[config.mk]
export PLATFORM = sky130hd
export DESIGN_NAME = program_loader
export DESIGN_NICKNAME = d
export VERILOG_FILES = /design/src/rtl/program_loader.sv
export SDC_FILE = /design/constraint.sdc
export NUM_CORES = 1
export LEC_CHECK = 0
export CAP_MARGIN = 20
export CORE_ASPECT_RATIO = 0.75
export CORE_MARGIN = 2
export CORE_UTILIZATION = 47
export CTS_BUF_LIST = sky130_fd_sc_hd__clkbuf_16
export DETAILED_ROUTE_END_ITERATION = 16
export PLACE_DENSITY = 0.68
export SLEW_MARGIN = 20
export SYNTH_ARGS = -nofsm -noshare
export SYNTH_HDL_FRONTEND = slang
export SYNTH_SLANG_ARGS = --single-unit
[constraint.sdc]
create_clock -name clk -period 10.8 [get_ports clk]
set_clock_uncertainty 0.2 [all_clocks]
set_input_delay 3.24 -clock clk [delete_from_list [all_inputs] [get_ports clk]]
set_output_delay 3.24 -clock clk [all_outputs]
set_load 0.05 [all_outputs]
[src/rtl/program_loader.sv]
// Byte-stream program loader: a little-endian word count followed by instruction words,
// written one word per cycle into program memory while the core is held in reset.
module program_loader #(
    parameter int unsigned MEMORY_DEPTH = 32,
    parameter int unsigned DATA_WIDTH   = 32,
    parameter logic [DATA_WIDTH-1:0] BASE_ADDRESS = 32'h0040_0000
) (
    input  logic                  clk,
    input  logic                  reset,
    input  logic                  Start_i,
    input  logic [7:0]            Byte_Data_i,
    input  logic                  Byte_Valid_i,
    output logic                  Byte_Ready_o,
    output logic                  Write_Enable_o,
    output logic [DATA_WIDTH-1:0] Write_Address_o,
    output logic [DATA_WIDTH-1:0] Write_Data_o,
    output logic                  Cpu_Hold_o,
    output logic                  Busy_o,
    output logic                  Done_o,
    output logic                  Error_o
);

    localparam logic [DATA_WIDTH-1:0] MaxCount = DATA_WIDTH'(MEMORY_DEPTH);

    typedef enum logic [2:0] {
        StIdle,
        StCount,
        StData,
        StWrite,
        StDone,
        StError
    } state_e;

    state_e                state_q, state_d;
    logic [1:0]            byte_idx_q, byte_idx_d;
    logic [DATA_WIDTH-1:0] word_idx_q, word_idx_d;
    logic [DATA_WIDTH-1:0] count_q, count_d;
    logic [DATA_WIDTH-1:0] word_q, word_d;

    logic                  ready_q, ready_d;
    logic                  we_q, we_d;
    logic [DATA_WIDTH-1:0] addr_q, addr_d;
    logic [DATA_WIDTH-1:0] data_q, data_d;
    logic                  hold_q, hold_d;
    logic                  busy_q, busy_d;
    logic                  done_q, done_d;
    logic                  error_q, error_d;

    logic                  accept;
    logic [DATA_WIDTH-1:0] full_count;
    logic [DATA_WIDTH-1:0] word_idx_inc;

    // Ready is registered, so a transfer is qualified by the registered value.
    assign accept       = Byte_Valid_i & ready_q;
    assign full_count   = {Byte_Data_i, count_q[23:0]};
    assign word_idx_inc = word_idx_q + DATA_WIDTH'(1);

    always_comb begin
        state_d    = state_q;
        byte_idx_d = byte_idx_q;
        word_idx_d = word_idx_q;
        count_d    = count_q;
        word_d     = word_q;
        addr_d     = addr_q;
        data_d     = data_q;
        hold_d     = hold_q;
        busy_d     = busy_q;
        done_d     = done_q;
        error_d    = error_q;

        unique case (state_q)
            StIdle, StDone, StError: begin
                if (Start_i) begin
                    state_d    = StCount;
                    hold_d     = 1'b1;
                    busy_d     = 1'b1;
                    done_d     = 1'b0;
                    error_d    = 1'b0;
                    byte_idx_d = 2'd0;
                    word_idx_d = '0;
                end
            end

            StCount: begin
                if (accept) begin
                    count_d[{byte_idx_q, 3'b000} +: 8] = Byte_Data_i;
                    byte_idx_d = byte_idx_q + 2'd1;
                    if (byte_idx_q == 2'd3) begin
                        if (full_count == '0 || full_count > MaxCount) begin
                            state_d = StError;
                            busy_d  = 1'b0;
                            error_d = 1'b1;
                        end else begin
                            state_d = StData;
                        end
                    end
                end
            end

            StData: begin
                if (accept) begin
                    word_d[{byte_idx_q, 3'b000} +: 8] = Byte_Data_i;
                    byte_idx_d = byte_idx_q + 2'd1;
                    if (byte_idx_q == 2'd3) begin
                        state_d = StWrite;
                        addr_d  = BASE_ADDRESS + (word_idx_q << 2);
                        data_d  = {Byte_Data_i, word_q[23:0]};
                    end
                end
            end

            StWrite: begin
                if (word_idx_inc == count_q) begin
                    state_d = StDone;
                    done_d  = 1'b1;
                    busy_d  = 1'b0;
                    hold_d  = 1'b0;
                end else begin
                    state_d    = StData;
                    word_idx_d = word_idx_inc;
                end
            end

            default: state_d = StIdle;
        endcase

        // Strobe and ready follow the state being entered so they line up with it.
        we_d    = (state_d == StWrite);
        ready_d = (state_d == StCount) || (state_d == StData);
    end

    always_ff @(posedge clk or negedge reset) begin
        if (!reset) begin
            state_q    <= StIdle;
            byte_idx_q <= 2'd0;
            word_idx_q <= '0;
            count_q    <= '0;
            word_q     <= '0;
            ready_q    <= 1'b0;
            we_q       <= 1'b0;
            addr_q     <= '0;
            data_q     <= '0;
            hold_q     <= 1'b0;
            busy_q     <= 1'b0;
            done_q     <= 1'b0;
            error_q    <= 1'b0;
        end else begin
            state_q    <= state_d;
            byte_idx_q <= byte_idx_d;
            word_idx_q <= word_idx_d;
            count_q    <= count_d;
            word_q     <= word_d;
            ready_q    <= ready_d;
            we_q       <= we_d;
            addr_q     <= addr_d;
            data_q     <= data_d;
            hold_q     <= hold_d;
            busy_q     <= busy_d;
            done_q     <= done_d;
            error_q    <= error_d;
        end
    end

    assign Byte_Ready_o    = ready_q;
    assign Write_Enable_o  = we_q;
    assign Write_Address_o = addr_q;
    assign Write_Data_o    = data_q;
    assign Cpu_Hold_o      = hold_q;
    assign Busy_o          = busy_q;
    assign Done_o          = done_q;
    assign Error_o         = error_q;

endmodule

# Word level (Yosys, flattened, before mapping)
# Cells that the tools add are included.
dict set report classes {
  shifts 2
  reduce_logical 18
  n_div 0
  addsub 4
  bitwise 1
  eq_ne 17
  muxes 30
  n_mul 0
  n_lt_le_gt_ge 1
}
# operator count
set ops {}
lappend ops {{32-bit bitwise mux} 2}
lappend ops {{32-bit two-way mux} 2}
lappend ops {{32-bit one-hot mux with 2 select lines} 1}
lappend ops {{23-bit by 32-bit adder with 32-bit output (first input constant)} 1}
lappend ops {{32-bit by 1-bit adder with 32-bit output (second input constant)} 1}
lappend ops {{32-bit == test} 1}
lappend ops {{32-bit by 6-bit greater-than comparator with 1-bit output (second input constant)} 1}
lappend ops {{32-bit zero test} 1}
lappend ops {{8-bit by 7-bit variable shift with 32-bit output (first input constant)} 1}
lappend ops {{8-bit by 7-bit variable part select with 32-bit output} 1}
lappend ops {{3-bit two-way mux} 7}
lappend ops {{3-bit by 2-bit == test with 1-bit output (second input constant)} 4}
lappend ops {{2-bit != test (second input constant)} 6}
lappend ops {{3-bit one-hot mux with 4 select lines} 1}
lappend ops {{3-bit AND reduction} 4}
lappend ops {{1-bit two-way mux} 10}
lappend ops {{5-bit negator with 7-bit output} 1}
lappend ops {{3-bit by 1-bit == test with 1-bit output (second input constant)} 2}
lappend ops {{3-bit == test (second input constant)} 2}
lappend ops {{1-bit one-hot mux with 2 select lines} 3}
lappend ops {{6-bit AND reduction} 1}
lappend ops {{2-bit nonzero test} 3}
lappend ops {{5-bit AND reduction} 1}
lappend ops {{2-bit two-way mux} 2}
lappend ops {{other kinds (12)} 14}
dict set report word_totals {
  word_cells 86
  reg_bits 171
  mem_count 0
  romBits 0
  ramBits 0
  latch_bits 0
}

# Longest topological paths before layout
# Gate-level depths: netlist (run 1).
dict set report logic_depth {
  depth_word 8
  ltp_mapped 12
  mapped_depth_nobuf 9
}

# Worst setup path before layout (run 1)
# Ideal clock, no wire load.
dict set report synth_timing {
  path_kind {input -> register}
  startpoint {in Byte_Valid_i}
  endpoint {reg addr_q[2] (netlist: Write_Address_o[2])}
  cell_stages 6
  slack_ns 5.890
  n_path_buf 2
  arrival_time_ns 4.586
  path_cell_list {nand3b_1 nor2_1 nand2_1 clkbuf_1 buf_1 mux2_2}
}
dict set report synth_via {
  elab_chain_len 2
}
# item line
set synth_lines {}
lappend synth_lines {{start: declaration} 12} ;# input logic Byte_Valid_i,
lappend synth_lines {{1-bit bitwise AND} 54} ;# assign accept = Byte_Valid_i & ready_q;
lappend synth_lines {{3-bit AND reduction (no line)} --}
lappend synth_lines {{end signal: assignment} 155} ;# addr_q <= addr_d;
lappend synth_lines {{end: declaration} 42} ;# logic [DATA_WIDTH-1:0] addr_q, addr_d;
# Every way passes these cells.
# A chain may end at the register's enable or synchronous reset.

# Worst setup path after layout (run 1)
dict set report layout_timing {
  startpoint {in Byte_Valid_i}
  endpoint {reg data_q[22] (netlist: Write_Data_o[22])}
}
dict set report layout_via {
  elab_chain_len 2
}
# item line
set layout_lines {}
lappend layout_lines {{1-bit bitwise AND} 54}
lappend layout_lines {{3-bit AND reduction (no line)} --}
lappend layout_lines {{end signal: assignment} 156} ;# data_q <= data_d;
lappend layout_lines {{end: declaration} 43} ;# logic [DATA_WIDTH-1:0] data_q, data_d;
# Every way passes these cells.

==> reports/qor.csv, run 1 <==
stage,metric,value,unit
job,drv_cap,0,
cts,cts.htree.levels,4,
cts,cts_resized,0,
final_layout,area_growth,17.8,%
yosys,synth_top_family_by_area,simple AND/OR/NAND/NOR gates,
worst_setup_path,cp_max_fo,47,
yosys,yosys.cell_types.count,58,
timing,timing.final.crit_period,5.35,ns
worst_setup_path,worstSetupStartpointType,input port,
grt,grt.total_usage,0.230,
timing,tightest_slew,1.03,ns
pwr,power.switching,0.683,mW
detailed_routing,ant_nets,0,
pwr,total_power,1.90,mW
pwr,p_clk_frac,0.327,
worst_setup_path,r2r_slack,5.60,ns
timing,post-route-period-util,0.496,
final_layout,final_nets,898,
cts,cts_hold_buf,0,
pwr,ir_worst_vdd,0.155,mV
hold_path,hold_class,flip-flop to flip-flop,
cts,cts_tree,yes,
place,pre_cts_ws,4.96,ns
cts,clockRootBuffer,clkbuf_16,
pwr,power.leakage,4.32,nW
detailed_routing,via_count,6401,
yosys,synth_enable_flop_cells,0,
yosys,synthFlopType,dfrtp_1,
yosys,synthCells,832,
cts,cts_sinks,161,
timing,drv_slew,0,
yosys,syn_area_per_cell,9.84,sq um
timing,report.final.hold_viol_count,0,
place,dpl-instance-area,9030,sq um
detailed_routing,post_drt_wl_per_cell,18.0,microns
timing,max_freq,187,MHz
yosys,yosys.area_share.xor_xnor,0.0524,
yosys,yosysWarnings,0,
yosys,synth-compound-area-share,0.117,
cts,cts_buffers,17,
cts,clkTransAtPathRegs,0.07,ns
floorplan,num_rows,41,
yosys,ys_seq_area_frac,0.492,
timing,slew_headroom,0.313,
yosys,async_flop_share,1.00,
place,dp_hpwl,13500,microns
detailed_routing,remaining_drc_errors,0,
pwr,p_comb_frac,0.270,
worst_setup_path,arrival,5.47,ns
grt,overflow,0,
timing,setup_ws,5.45,ns
yosys,synth_mux_area_frac,0.0818,
yosys,syn_area,8190,sq um
worst_setup_path,cp.required,10.92,ns
floorplan,die_x,156,microns
floorplan,core_area,16900,sq um
detailed_routing,drt_iter0_drc,435,
grt,antenna_found_initial,0,
pwr,cellInternalPower,1.22,mW
outcome,status,"complete, no violations",
final_layout,finish.instance_area,9640,sq um
place,port_buffers,79,
timing,rsz0062_at_grt,false,
detailed_routing,avgViaCountPerCell,5.79,
pwr,p_sw_frac,0.360,
grt,grt_pass1_vias,6349,
yosys,synth_adder_area_share,0.0122,
cts,post_cts_buffers,0,
place,routabilityCongestion,0.886,
floorplan,design.die.area,18500,sq um
detailed_routing,routed_wl,19900,microns
detailed_routing,first_pass_iters,5,
cts,clk_path_buf_depth,2,
final_layout,drive_gt1_frac,0.143,
worst_setup_path,criticalPathCategory,input port to flip-flop,
pwr,seq_power_share,0.403,
timing,tns,0,ns
grt,grt_pass1_wl,33500,microns
pwr,p_per_area,197,nW/um^2
yosys,synth.ff_latch_count,161,
yosys,synth-simple-area-share,0.209,
grt,grt_max_degree,114,
floorplan,die_h,118,microns
cts,clock_latency,0.44,ns
timing,setup_viol,0,
floorplan,start_util,0.484,
worst_setup_path,worstSetupEndpointType,flip-flop,
final_layout,antenna_cells,0,
floorplan,pin_count,82,
## kinds of logic after synthesis
logic type | Yosys count
muxes | 60
buffers and inverters | 64
and+or+nand+nor | 339
adders and majority gates | 8
xor gates and xnor gates | 49
AOI/OAI and AO/OA | 150
other | 1
DFF | 161
## per-stage QoR
| stage | cells | utilization | hold WS [ns] |
|---|---|---|---|
| after global placement | 1074 | 0.533 | 0.261 |
| after global routing | 1106 | 0.569 | 0.311 |
| after floorplan | 833 | - | 0.246 |
| after CTS | 1106 | 0.569 | 0.287 |
| final | 1106 | 0.569 | 0.279 |
| after detailed placement | 1074 | 0.533 | 0.271 |
## Yosys cell counts (all sizes together) (8+ instances only)
master  instances  share of area
nand4          21          0.016
or2             8         0.0061
dfrtp         161           0.49
o21ai          85          0.052
or3             9         0.0070
ha              8          0.012
nor2           36          0.017
mux2           55          0.076
a211o          19          0.021
inv             8         0.0037
clkbuf         38          0.018
xor2           16          0.017
and3           17          0.013
nor4           34          0.029
nor3            9         0.0061
buf            18          0.014
nand2         141          0.065
nand3          31          0.020
a21oi           9         0.0055
xnor2          33          0.035
## layer usage
layer  up-vias  GRT usage  share of wire
met4         0     0.0688          0.014
li1       3059          -              -
met5         -          0              0
met2       203      0.335           0.44
met1      3112      0.343           0.48
met3        27     0.0480          0.061
## path summary, 6_finish.rpt
path                                           start                            to  cells after the start
setup / recovery                        Byte_Valid_i  Write_Data_o[22]$_DFFE_PN0P_                      6
hold / removal                word_q[22]$_DFFE_PN0P_        word_q[22]$_DFFE_PN0P_                      2
setup reg to reg           word_idx_q[0]$_DFFE_PN0P_     word_idx_q[5]$_DFFE_PN0P_                     10
hold reg to reg               word_q[22]$_DFFE_PN0P_        word_q[22]$_DFFE_PN0P_                      2
max in group asynchronous                      reset     word_idx_q[5]$_DFFE_PN0P_                      2
min in group asynchronous                      reset  Write_Data_o[17]$_DFFE_PN0P_                      1
## power groups by stage
stage	combinational, mW	sequential, mW	clock [mW]
global route	0.570	0.775	0.654
floorplan	0.391	0.816	0
global placement	0.497	0.774	0
finish	0.514	0.765	0.621
detailed placement	0.502	0.774	0
CTS	0.509	0.765	0.629
## cell usage in the layout (no fill, tap or decap), drive strengths merged, types with 17 or more instances in the layout
cell type	Yosys	routed
clkdlybuf4s50	0	78
nand2	141	141
mux2	55	55
dfrtp	161	161
xnor2	33	33
a211o	19	19
nand3	31	31
clkbuf	38	18
nand4	21	21
nor2	36	36
nor4	34	34
and3	17	17
o21ai	85	85
## state kept, by name, indices dropped and copies added, names as in the netlist
name             cells
Write_Address_o     30
state_q              3
Cpu_Hold_o           1
word_q              24
count_q             32
Byte_Ready_o         1
word_idx_q          32
Done_o               1
Write_Enable_o       1
Busy_o               1
Error_o              1
byte_idx_q           2
Write_Data_o        32
## critical path, cell delays in order
cell and delay [ns]:
clkdlybuf4s50_1 0.43, nand3b_1 0.19, nor2_1 0.13, nand2_2 0.50, buf_4 0.55, mux2_2 0.39
## cell type report
| type | count | area [sq um] |
|---|---|---|
| Multi-Input combinational cell | 608 | 3900 |
| Sequential cell | 161 | 4030 |
| Inverter | 8 | 30.0 |
| Clock buffer | 17 | 425 |
| Fill cell | 1507 | 7290 |
| Tap cell | 215 | 269 |
| Clock inverter | 15 | 173 |
| Timing Repair Buffer | 82 | 817 |
No activity file was read; power rests on OpenSTA's default activity.
==> inputs of run 2 (changes only) <==
Clock period 10.8 ns to 5.5 ns, I/O delays scaled along.
==> reports/qor.csv, run 2 (synthesis results as in run 1) <==
stage,metric,value,unit,change
outcome,status,"complete, no violations",,
hold_path,hold_depth,2,,unchanged
hold_path,hold_class,flip-flop to flip-flop,,
pwr,total_power,3.62,mW,+90%
grt,antenna_found_initial,0,,unchanged
final_layout,mostFrequentLayoutCells,"dfrtp_1 (161), nand2_1 (140), o21ai_0 (85)",,
timing,tightest_slew,1.09,ns,+0.0635 ns
cts,cts.htree.levels,4,,unchanged
detailed_routing,routed_wl,20100,microns,+0.55%
worst_setup_path,cp.required,5.67,ns,-5.25 ns
timing,slew_headroom,0.267,,-0.0465
worst_setup_path,r2r_slack,0.83,ns,-4.77 ns
pwr,cellInternalPower,2.30,mW,+89%
timing,drv_slew,0,,unchanged
floorplan,core_area,16900,sq um,unchanged
detailed_routing,remaining_drc_errors,0,,unchanged
pwr,ir_worst_vdd,0.253,mV,+63%
pwr,power.switching,1.32,mW,+94%
place,port_buffers,79,,unchanged
cts,cts_sinks,161,,unchanged
timing,rsz0062_at_grt,false,,
final_layout,fin_util,0.568,,-0.00118
floorplan,num_rows,41,,unchanged
floorplan,design.die.area,18500,sq um,unchanged
worst_setup_path,cp_max_fo,28,,-40%
worst_setup_path,slowest_delay,0.80,ns,+0.25 ns
floorplan,start_util,0.484,,unchanged
worst_setup_path,r2r_cells,9,,-1
worst_setup_path,slowest_stage,nor4_1,,
timing,report.final.hold_viol_count,0,,unchanged
grt,grt.total_usage,0.227,,-0.00232
detailed_routing,first_pass_iters,5,,unchanged
cts,post_cts_buffers,0,,unchanged
worst_setup_path,arrival,4.84,ns,-0.63 ns
timing,tns,0,ns,unchanged
worst_setup_path,critPathBufInv,0,,-2
timing,setup_viol,0,,unchanged
detailed_routing,ant_nets,0,,unchanged
timing,timing.final.crit_period,4.67,ns,
pwr,p_clk_frac,0.309,,-0.018
detailed_routing,via_count,6482,,+1.3%
job,drv_cap,0,,unchanged
final_layout,final_nets,901,,+0.33%
grt,grt_pass1_wl,33100,microns,-1.3%
pwr,power.leakage,4.32,nW,about the same
timing,max_freq,214,MHz,
worst_setup_path,worstSetupStartpointType,flip-flop,,
cts,cts_tree,yes,,
place,dpl-instance-area,9060,sq um,+0.36%
final_layout,area_growth,17.5,%,
worst_setup_path,crit_family,simple AND/OR/NAND/NOR gates,,
cts,clock_latency,0.44,ns,about the same
detailed_routing,drt_iter0_drc,450,,+3.4%
pwr,seq_power_share,0.417,,+0.014
worst_setup_path,path_cells,"ha_1, nand3_2, nor4_1, mux2_2, a211oi_1, nand4_1, or4_1, a21boi_4, a221o_2",,
floorplan,die_h,118,microns,unchanged
detailed_routing,post_drt_wl_per_cell,18.1,microns,+0.27%
grt,grt_pass1_vias,6157,,-3.0%
grt,overflow,0,,unchanged
cts,cts_hold_buf,0,,unchanged
final_layout,n_fill_cell,1520,,+0.86%
worst_setup_path,endpoint,word_idx_q[17]$_DFFE_PN0P_,,
detailed_routing,avgViaCountPerCell,5.84,,+0.99%
timing,setup_ws,0.830,ns,-4.62 ns
worst_setup_path,criticalPathCategory,flip-flop to flip-flop,,
cts,clkTransAtPathRegs,0.07,ns,about the same
final_layout,multi_input_area,3890,sq um,-0.13%
worst_setup_path,crit_start,word_idx_q[0]$_DFFE_PN0P_,,
final_layout,antenna_cells,0,,unchanged
worst_setup_path,cp.depth,9,,+3
worst_setup_path,r2r-end,word_idx_q[17]$_DFFE_PN0P_,,
pwr,p_sw_frac,0.365,,+0.00590
place,routabilityCongestion,0.964,,+8.8%
cts,clk_path_buf_depth,2,,unchanged
grt,grt_max_degree,84,,-26%
place,dp_hpwl,13900,microns,+3.3%
final_layout,seqCellArea,4030,sq um,unchanged
floorplan,die_x,156,microns,unchanged
pwr,p_per_area,376,nW/um^2,+91%
final_layout,final_common_cell,dfrtp_1,,
cts,clockRootBuffer,clkbuf_16,,
floorplan,pin_count,82,,unchanged
final_layout,drive_gt1_frac,0.143,,+0.000640
place,pre_cts_ws,0.861,ns,-4.10 ns
pwr,p_comb_frac,0.274,,+0.004
cts,cts_resized,0,,unchanged
timing,post-route-period-util,0.849,,
cts,cts_buffers,17,,unchanged
worst_setup_path,r2r-start,word_idx_q[0]$_DFFE_PN0P_,,
worst_setup_path,worstSetupEndpointType,flip-flop,,
final_layout,finish.instance_area,9620,sq um,-0.21%
run 2: worst register-to-register path, cell delays in order, from the launching register on:
cell	delay [ns]
dfrtp_1	0.45
ha_1	0.29
nand3_2	0.25
nor4_1	0.80
mux2_2	0.41
a211oi_1	0.24
nand4_1	0.20
or4_1	0.72
a21boi_4	0.74
a221o_2	0.30
run 2: worst min path at each step:
| stage | start | slack [ns] | to |
|---|---|---|---|
| after floorplan | word_q[0]$_DFFE_PN0P_ | 0.25 | word_q[0]$_DFFE_PN0P_ |
| after global routing | Write_Address_o[30]$_DFFE_PN0P_ | 0.31 | Write_Address_o[30]$_DFFE_PN0P_ |
| after detailed placement | Write_Address_o[26]$_DFFE_PN0P_ | 0.27 | Write_Address_o[26]$_DFFE_PN0P_ |
| after CTS | Write_Address_o[26]$_DFFE_PN0P_ | 0.29 | Write_Address_o[26]$_DFFE_PN0P_ |
| final | Write_Address_o[31]$_DFFE_PN0P_ | 0.28 | Write_Address_o[31]$_DFFE_PN0P_ |
| after global placement | Write_Address_o[31]$_DFFE_PN0P_ | 0.26 | Write_Address_o[31]$_DFFE_PN0P_ |
run 2: metrics by stage:
stage	cells	hold slack (ns)
5_1_grt	1109	0.307
4_1_cts	1108	0.285
6_report	1109	0.277
3_5_place_dp	1076	0.269
3_3_place_gp	1076	0.262
2_1_floorplan	833	0.246
run 2: area by class of cell:
class | count | area share
Sequential cell | 161 | 0.419
Multi-Input combinational cell | 608 | 0.405
Timing Repair Buffer | 85 | 0.0887
Clock buffer | 17 | 0.0442
Tap cell | 215 | 0.0280
Clock inverter | 15 | 0.0126
Inverter | 8 | 0.00312
run 2: power by group through the flow:
stage | sequential (mW) | combinational, mW | clock (mW)
finish | 1.51 | 0.992 | 1.12
global route | 1.53 | 1.10 | 1.20
CTS | 1.51 | 0.991 | 1.14
detailed placement | 1.53 | 0.985 | 0
global placement | 1.53 | 0.976 | 0
floorplan | 1.60 | 0.769 | 0
run 2: per-layer routing:
| layer | global-route usage | vias to the layer above | wire length, microns |
|---|---|---|---|
| met5 | 0 | - | 0 |
| li1 | - | 3083 | - |
| met3 | 0.0418 | 30 | 1030 |
| met4 | 0.0774 | 0 | 329 |
| met2 | 0.336 | 199 | 9040 |
| met1 | 0.335 | 3170 | 9660 |
==> inputs of run 3 (changes only) <==
Clock period 5.5 ns to 4.36 ns, I/O delays scaled along.
==> reports/qor.csv, run 3 (synthesis results as in run 1) <==
stage,metric,value,unit,change
timing,report.final.hold_viol_count,0,,unchanged
timing,max_freq,251,MHz,+17%
detailed_routing,top_layer,met4,,
cts,cts_tree,yes,,
grt,grt_pass1_vias,6561,,+6.6%
worst_setup_path,r2r-end,word_idx_q[22]$_DFFE_PN0P_,,
cts,cts_resized,0,,unchanged
timing,tns,0,ns,unchanged
cts,post_cts_buffers,0,,unchanged
detailed_routing,met3_length,1190,microns,+16%
worst_setup_path,endpoint,word_idx_q[22]$_DFFE_PN0P_,,
worst_setup_path,arrival,4.16,ns,-0.68 ns
worst_setup_path,cp_max_fo,28,,unchanged
cts,clk_path_buf_depth,2,,unchanged
timing,setup_viol,0,,unchanged
detailed_routing,dr_wl_met2,9190,microns,+1.7%
detailed_routing,drt_iter0_drc,494,,+9.8%
timing,tightest_slew,0.864,ns,-0.228 ns
timing,drv_slew,0,,unchanged
floorplan,num_rows,41,,unchanged
place,pre_cts_ws,0.369,ns,-0.492 ns
cts,cts_buffers,17,,unchanged
detailed_routing,first_pass_iters,5,,unchanged
grt,overflow,0,,unchanged
timing,post-route-period-util,0.915,,+0.0659
final_layout,final_nets,922,,+2.3%
timing,timing.final.crit_period,3.99,ns,-0.681 ns
detailed_routing,routed_wl,20400,microns,+1.9%
floorplan,die_h,118,microns,unchanged
floorplan,pin_count,82,,unchanged
worst_setup_path,worstSetupEndpointType,flip-flop,,
detailed_routing,post_drt_wl_per_cell,18.1,microns,+0.33%
timing,setup_ws,0.371,ns,-0.459 ns
cts,cts_sinks,161,,unchanged
job,drv_cap,0,,unchanged
floorplan,core_area,16900,sq um,unchanged
pwr,ir_worst_vdd,0.275,mV,+8.5%
final_layout,mostFrequentLayoutCells,"dfrtp_1 (161), nand2_1 (140), o21ai_0 (85)",,
worst_setup_path,cp.required,4.53,ns,-1.14 ns
final_layout,drive_gt1_frac,0.160,,+0.0171
cts,cts_hold_buf,0,,unchanged
grt,grt.total_usage,0.234,,+0.00640
floorplan,design.die.area,18500,sq um,unchanged
detailed_routing,ant_nets,0,,unchanged
place,dp_hpwl,14200,microns,+2.2%
final_layout,final_common_cell,dfrtp_1,,
final_layout,antenna_cells,0,,unchanged
detailed_routing,remaining_drc_errors,0,,unchanged
cts,cts.htree.levels,4,,unchanged
outcome,status,"complete, no violations",,
grt,grt_pass1_wl,34100,microns,+3.2%
detailed_routing,via_count,6560,,+1.2%
worst_setup_path,crit_start,word_idx_q[12]$_DFFE_PN0P_,,
place,port_buffers,79,,unchanged
hold_path,hold_class,flip-flop to flip-flop,,
grt,grt_max_degree,70,,-17%
timing,rsz0062_at_grt,false,,
place,routabilityCongestion,0.934,,-3.1%
worst_setup_path,criticalPathCategory,flip-flop to flip-flop,,
floorplan,start_util,0.484,,unchanged
final_layout,n_fill_cell,1468,,-3.4%
cts,clock_latency,0.43,ns,about the same
cts,clockRootBuffer,clkbuf_16,,
pwr,power.leakage,4.43,nW,+2.7%
detailed_routing,met1_length,9750,microns,+0.94%
timing,slew_headroom,0.423,,+0.156
grt,antenna_found_initial,0,,unchanged
worst_setup_path,r2r-start,word_idx_q[12]$_DFFE_PN0P_,,
final_layout,area_growth,19.6,%,
worst_setup_path,r2r_cells,9,,unchanged
floorplan,die_x,156,microns,unchanged
detailed_routing,avgViaCountPerCell,5.83,,-0.32%
cts,clkTransAtPathRegs,0.06,ns,about the same
worst_setup_path,worstSetupStartpointType,flip-flop,,
pwr,p_per_area,472,nW/um^2,+25%
worst_setup_path,r2r_slack,0.37,ns,-0.46 ns
## run 3: changes by cell type in the layout (fill, tap and decap cells not counted), moves of 2 or more
cell       change
buf_4         +21
bufinv_16      +2
inv_6          -5
inv_8          -2
## run 3: power breakdown
group	switching, mW	leakage, nW	total (mW)	internal [mW]
Combinational	0.795	1.95	1.28	0.488
Clock	0.612	0.268	1.44	0.827
Sequential	0.202	2.21	1.89	1.69
Total	1.61	4.43	4.62	3.01
## run 3: per-layer routing
| metal | up-vias | GRT usage |
|---|---|---|
| li1 | 3107 | - |
| met1 | 3232 | 0.336 |
| met2 | 194 | 0.352 |
| met3 | 27 | 0.0561 |
| met4 | 0 | 0.0654 |
| met5 | - | 0 |
## run 3: per-stage QoR
stage | power, mW | instance area, sq um | utilization | cells | hold WS (ns)
after floorplan | 2.99 | 8190 | - | 833 | 0.246
after global placement | 3.17 | 9230 | 0.545 | 1098 | 0.264
after detailed placement | 3.18 | 9230 | 0.545 | 1098 | 0.269
after CTS | 4.64 | 9780 | 0.578 | 1126 | 0.282
after global routing | 4.89 | 9790 | 0.578 | 1126 | 0.295
final | 4.62 | 9790 | 0.578 | 1126 | 0.276
## run 3: worst min-delay path by stage
stage               depth (start not counted)                               to  slack (ns)                       startpoint
floorplan                                   2            word_q[0]$_DFFE_PN0P_        0.25            word_q[0]$_DFFE_PN0P_
global placement                            2  Write_Address_o[31]$_DFFE_PN0P_        0.26  Write_Address_o[31]$_DFFE_PN0P_
finish                                      2  Write_Address_o[22]$_DFFE_PN0P_        0.28  Write_Address_o[22]$_DFFE_PN0P_
detailed placement                          2  Write_Address_o[22]$_DFFE_PN0P_        0.27  Write_Address_o[22]$_DFFE_PN0P_
global route                                2  Write_Address_o[30]$_DFFE_PN0P_        0.30  Write_Address_o[30]$_DFFE_PN0P_
CTS                                         2  Write_Address_o[22]$_DFFE_PN0P_        0.28  Write_Address_o[22]$_DFFE_PN0P_
## run 3: layout make-up
type                       instances  area, sq um  area share
sequential                       161         4030       0.412
multi-input combinational        608         3890       0.398
tap                              215          269      0.0275
clock inverter                    11          120      0.0123
timing repair buffer             106         1020       0.104
clock buffer                      17          425      0.0435
inverter                           8         30.0     0.00307
## run 3: critical path, stage by stage, from the launching register on
cell,delay (ns)
dfrtp_1,0.48
nand4_1,0.40
nor4_4,0.66
nand4_1,0.25
o311ai_0,0.38
a31oi_1,0.19
or4_1,0.75
a21boi_4,0.23
buf_12,0.21
a221o_2,0.17
